## src/rtl/fpu_ss_csr_sequencer.sv

```systemverilog
// fpu_ss_csr_sequencer
//   Orders CSR accesses (fcsr/frm/fflags/fmode/fsrm) against in-flight FPU ops.
//   A CSR access waits in DRAIN until every in-flight FPU op has completed.
//   It is then handed to the CSR unit. One CSR_WAIT bubble follows, so the
//   next FPU issue already sees the updated rounding mode / fmode.
//
//   Optional feature: define FPU_SS_CSR_SEQ_STALL_STATS_EN to get a saturating
//   16-bit count of DRAIN cycles on stall_cycles_o. When it is undefined the
//   port is tied to 0.
//
// Ports
//   clk_i, rst_ni                  clock, async active-low reset
//   in_valid_i / in_ready_o        input buffer handshake (in_ready_o = pop)
//   in_is_csr_i, in_id_i           offered instruction is a CSR access; its ID
//   fpu_in_valid_o/fpu_in_ready_i  FPU issue handshake
//   fpu_out_valid_i/_ready_i       FPU completion handshake
//   csr_pop_valid_o, csr_id_o      CSR instruction handed to the CSR unit
//   outstanding_o                  in-flight FPU op count
//   busy_o                         not IDLE or ops in flight
//   err_o                          sticky: completion seen with count at 0
//   stall_cycles_o                 DRAIN cycle count (optional feature)
module fpu_ss_csr_sequencer #(
  parameter int unsigned MAX_OUTSTANDING = 4
) (
  input  logic        clk_i,
  input  logic        rst_ni,
  input  logic        in_valid_i,
  output logic        in_ready_o,
  input  logic        in_is_csr_i,
  input  logic [3:0]  in_id_i,
  output logic        fpu_in_valid_o,
  input  logic        fpu_in_ready_i,
  input  logic        fpu_out_valid_i,
  input  logic        fpu_out_ready_i,
  output logic        csr_pop_valid_o,
  output logic [3:0]  csr_id_o,
  output logic [3:0]  outstanding_o,
  output logic        busy_o,
  output logic        err_o,
  output logic [15:0] stall_cycles_o
);

  typedef enum logic [1:0] {IDLE, DRAIN, CSR_WAIT} state_e;

  localparam logic [3:0] MAX_CNT = 4'(MAX_OUTSTANDING);

  state_e     state_q;
  logic [3:0] cnt_q;
  logic       err_q;
  logic       pop, issue, done;

  // Handshake outputs depend only on registered state/count and the offered
  // instruction, never on fpu_in_ready_i. They are gated by rst_ni so that
  // they fall to 0 as soon as reset is asserted.
  always_comb begin
    fpu_in_valid_o = 1'b0;
    pop            = 1'b0;
    unique case (state_q)
      IDLE: begin
        if (in_valid_i) begin
          if (in_is_csr_i) pop = (cnt_q == 4'd0);
          else             fpu_in_valid_o = (cnt_q < MAX_CNT);
        end
      end
      DRAIN:    pop = in_valid_i && (cnt_q == 4'd0);
      default:  ;
    endcase
    if (!rst_ni) begin
      fpu_in_valid_o = 1'b0;
      pop            = 1'b0;
    end
  end

  assign issue           = fpu_in_valid_o && fpu_in_ready_i;
  assign done            = fpu_out_valid_i && fpu_out_ready_i;
  assign in_ready_o      = issue || pop;
  assign csr_pop_valid_o = pop;
  assign csr_id_o        = pop ? in_id_i : 4'd0;
  assign outstanding_o   = cnt_q;
  assign err_o           = err_q;
  assign busy_o          = (state_q != IDLE) || (cnt_q != 4'd0);

  // Sequencing FSM
  always_ff @(posedge clk_i or negedge rst_ni) begin
    if (!rst_ni) begin
      state_q <= IDLE;
    end else begin
      unique case (state_q)
        IDLE: begin
          if (in_valid_i && in_is_csr_i)
            state_q <= (cnt_q == 4'd0) ? CSR_WAIT : DRAIN;
        end
        DRAIN: begin
          if (!in_valid_i)          state_q <= IDLE;
          else if (cnt_q == 4'd0)   state_q <= CSR_WAIT;
        end
        CSR_WAIT: state_q <= IDLE;
        default:  state_q <= IDLE;
      endcase
    end
  end

  // In-flight counter. Issue is blocked at MAX_CNT, so it cannot overflow.
  // A lone completion at 0 is an underflow: the count holds and err latches.
  always_ff @(posedge clk_i or negedge rst_ni) begin
    if (!rst_ni) begin
      cnt_q <= 4'd0;
      err_q <= 1'b0;
    end else if (issue && !done) begin
      cnt_q <= cnt_q + 4'd1;
    end else if (done && !issue) begin
      if (cnt_q != 4'd0) cnt_q <= cnt_q - 4'd1;
      else               err_q <= 1'b1;
    end
  end

`ifdef FPU_SS_CSR_SEQ_STALL_STATS_EN
  logic [15:0] stall_q;

  always_ff @(posedge clk_i or negedge rst_ni) begin
    if (!rst_ni)
      stall_q <= 16'd0;
    else if (state_q == DRAIN && stall_q != 16'hFFFF)
      stall_q <= stall_q + 16'd1;
  end

  assign stall_cycles_o = stall_q;
`else
  assign stall_cycles_o = 16'd0;
`endif

endmodule

```

## config.mk

```make
export PLATFORM = sky130hd
export DESIGN_NAME = fpu_ss_csr_sequencer
export DESIGN_NICKNAME = d
export VERILOG_FILES = /design/src/rtl/fpu_ss_csr_sequencer.sv
export SDC_FILE = /design/constraint.sdc
export NUM_CORES = 1
export LEC_CHECK = 0
export BUFFER_PORTS_ARGS = -buffer_cell sky130_fd_sc_hd__buf_2
export CAP_MARGIN = 20
export CORE_MARGIN = 4
export CORE_UTILIZATION = 36
export DETAILED_ROUTE_END_ITERATION = 7
export PLACE_DENSITY = 0.77
export SETUP_SLACK_MARGIN = 0.5
export SKIP_LAST_GASP = 1
export SLEW_MARGIN = 40
export SYNTH_ARGS = -nofsm -noshare
export SYNTH_HDL_FRONTEND = slang
export SYNTH_SLANG_ARGS = --single-unit
```

## constraint.sdc

```tcl
create_clock -name clk_i -period 2.11 [get_ports clk_i]
set_input_delay 0.422 -clock clk_i [delete_from_list [all_inputs] [get_ports clk_i]]
set_output_delay 0.422 -clock clk_i [all_outputs]
set_load 0.02 [all_outputs]
```

==> out/metrics.csv <==
stage;metric;value;unit
run_status;status;complete, but fails checks;
run_status;violations;setup timing;
hold_path;min_path_type;in2async;
pwr;p_sw;0.000452;W
logic_synthesis;async_reset_ff_share;100;%
pwr;ir_worst_vdd;0.000799;V
logic_synthesis;synth_ff_type;dfrtp_1;
run;cap_violations;0;
pwr;netSwitchingFraction;42.7;%
drt;drtIter0Drc;0;
cells_and_area;antenna_cells;0;
clock_tree;clock_sinks;7;
logic_synthesis;yosys_warnings;0;
pwr;p_leak;0.493;nW
timing;period_minus_slack;2.29;ns
cells_and_area;fin_nets;124;
clock_tree;cts_tree;yes;
cells_and_area;fin_util;65.3;%
logic_synthesis;syn_area;602;sq um
global_routing;grt_pass1_wl;2.55;mm
timing;hold_viol;0;
worst_setup_path;critPathMaxFanout;2;
drt;drt_pass1_iterations;1;
timing;clock_skew;0.00614;ns
timing;rsz0062_at_grt;yes;
clock_tree;cts_root_buffer;clkbuf_4;
timing;min_period_over_period;108;%
worst_setup_path;critPathLaunchType;flop;
clock_tree;htreeDepth;1;
logic_synthesis;synthCells;63;
clock_tree;cts.path.max_buffers;2;
placed_design;dp_hpwl;1.22;mm
cells_and_area;drive_above_1_share;64.5;%
placed_design;portBuffers;23;
pwr;p_comb_share;66.9;%
drt;drtAntennaViolNets;0;
timing;setup_ws;-0.177;ns
drt;post_drt_wl_per_cell;12.4;um
worst_setup_path;crit_required;1.69;ns
global_routing;antenna_found_initial;0;
die;die_h;48.9;um
pwr;power_frac_clock;11.5;%
timing;slew_viol_final;0;
pwr;sequentialPowerShare;21.6;%
timing;setup_tns;-0.889;ns
timing;fmax;0.437;GHz
global_routing;grt_pass1_vias;548;
logic_synthesis;synth_edf_count;0;
placed_design;place_congestion;0.742;
global_routing;grt_max_degree;8;
logic_synthesis;yosysSeqAreaShare;29.1;%
die;dieWidth;48.9;um
logic_synthesis;ys_types;28;
clock_tree;ctsHoldBuffers;0;
cells_and_area;syn2layout_area_growth;67.4;%
placed_design;place_ws;-0.176;ns
die;fp.dieArea;0.00239;sq mm
logic_synthesis;syn_avg_cell_area;9.55;sq um
timing;whs;0.0723;ns
clock_tree;path_clk_slew;0.06;ns
die;initial_utilization;39.0;%
worst_setup_path;worstPathArrival;1.86;ns
pwr;p_int;0.000607;W
timing;finalSetupViolations;8;
drt;drcViolationCount;0;
worst_setup_path;crit_type;reg2out;
die;coreArea;0.00154;sq mm
pwr;power_density;1050;mW/mm^2
drt;vias_per_cell;4.44;
clock_tree;clock_latency;0.25;ns
logic_synthesis;ys_ff_latch;7;
drt;wirelength;1.53;mm
placed_design;dpl-instance-area;856;sq um
clock_tree;cts_buffers;3;
worst_setup_path;cp-end-kind;output pin;
cells_and_area;stdcell_area;0.00101;sq mm
drt;vias;546;
die;rows;14;
die;num_io_pins;40;
global_routing;grt_usage;13.5;%
global_routing;grt_overflow;0;
## power by group through the flow
stage / sequential [W] / clock, W / combinational (W)
after floorplan: 0.000332 / 0 / 0.000296
after global placement: 0.000236 / 0 / 0.000567
after detailed placement: 0.000240 / 0 / 0.000590
after CTS: 0.000229 / 0.000126 / 0.000710
after global routing: 0.000237 / 0.000133 / 0.000770
final: 0.000228 / 0.000122 / 0.000709
## cells in the mapped netlist (2+ instances only)
cell type / count / area, sq um
dfrtp_1: 7 / 175
nor2_1: 4 / 15.0
buf_4: 16 / 120
and2_1: 4 / 25.0
xnor2_1: 2 / 17.5
ha_1: 4 / 50.1
inv_1: 3 / 11.3
nand2_1: 3 / 11.3
## kinds of logic (layout without fill, tap and decap cells)
family                     Yosys count  in the layout  synth area share, %
AOI/OAI and AO/OA                    5              5                 5.61
xor gates and xnor gates             3              3                 4.37
adders and majority gates            5              5                 11.6
buffers and inverters               19             48                 21.8
DFF                                  7              7                 29.1
muxes                                1              1                 1.87
other                                1             16                0.623
and+or+nand+nor                     22             22                 24.9
## per-layer routing
layer	global-route usage, %	wire length [um]
met1	14.3	545
met2	25.0	800
met3	3.36	157
met4	5.38	21
met5	0	0
## state kept, by name, indices dropped and copies added (netlist names)
register	cells
err_o	1
outstanding_o	4
state_q	2
## layout by cell type, fill, tap and decap left out, types with 2 or more instances in the layout
cell,instances
buf_6,12
conb_1,16
nor2_1,3
xnor2_1,2
nand2_1,3
buf_4,14
dfrtp_2,3
buf_2,15
clkbuf_4,3
and2_4,4
nor2_4,2
ha_4,3
dfrtp_1,4
## through the flow
step / instances / power, W
2_1_floorplan: 78 / 0.000627
3_3_place_gp: 114 / 0.000804
3_5_place_dp: 114 / 0.000830
4_1_cts: 122 / 0.00106
5_1_grt: 123 / 0.00114
6_report: 123 / 0.00106
## worst paths after layout
path,startpoint,endpoint,slack (ns),cells after the start
setup / recovery,outstanding_o[0]$_DFFE_PN0P_,busy_o,-0.18,4
hold / removal,rst_ni,state_q[0]$_DFFE_PN0P_,0.07,2
setup reg to reg,state_q[1]$_DFFE_PN0P_,outstanding_o[3]$_DFFE_PN0P_,-0.07,11
hold reg to reg,err_o$_DFFE_PN0P_,err_o$_DFFE_PN0P_,0.45,1
max in group asynchronous,rst_ni,outstanding_o[3]$_DFFE_PN0P_,1.90,2
min in group clk_i,err_o$_DFFE_PN0P_,err_o$_DFFE_PN0P_,0.45,1
## area by class of cell
class | instances | area (sq um)
clock inverters | 1 | 5.00
fillers | 129 | 534
repair buffers | 41 | 315
flip-flops and latches | 7 | 179
well taps | 16 | 20.0
inverters | 3 | 16.3
clock buffers | 3 | 22.5
multi-input cells | 52 | 449
## timing repair
item	in CTS	in global routing
pin swaps	14	4
resized for setup	24	2
buffers inserted	4	1
setup endpoints to repair	13	13
## worst max-delay path, stage by stage (launching register included)
cell,delay [ns]
dfrtp_2,0.40
or4_4,0.56
buf_6,0.14
or3_4,0.37
buf_6,0.14
No activity file was read; power rests on OpenSTA's default activity.
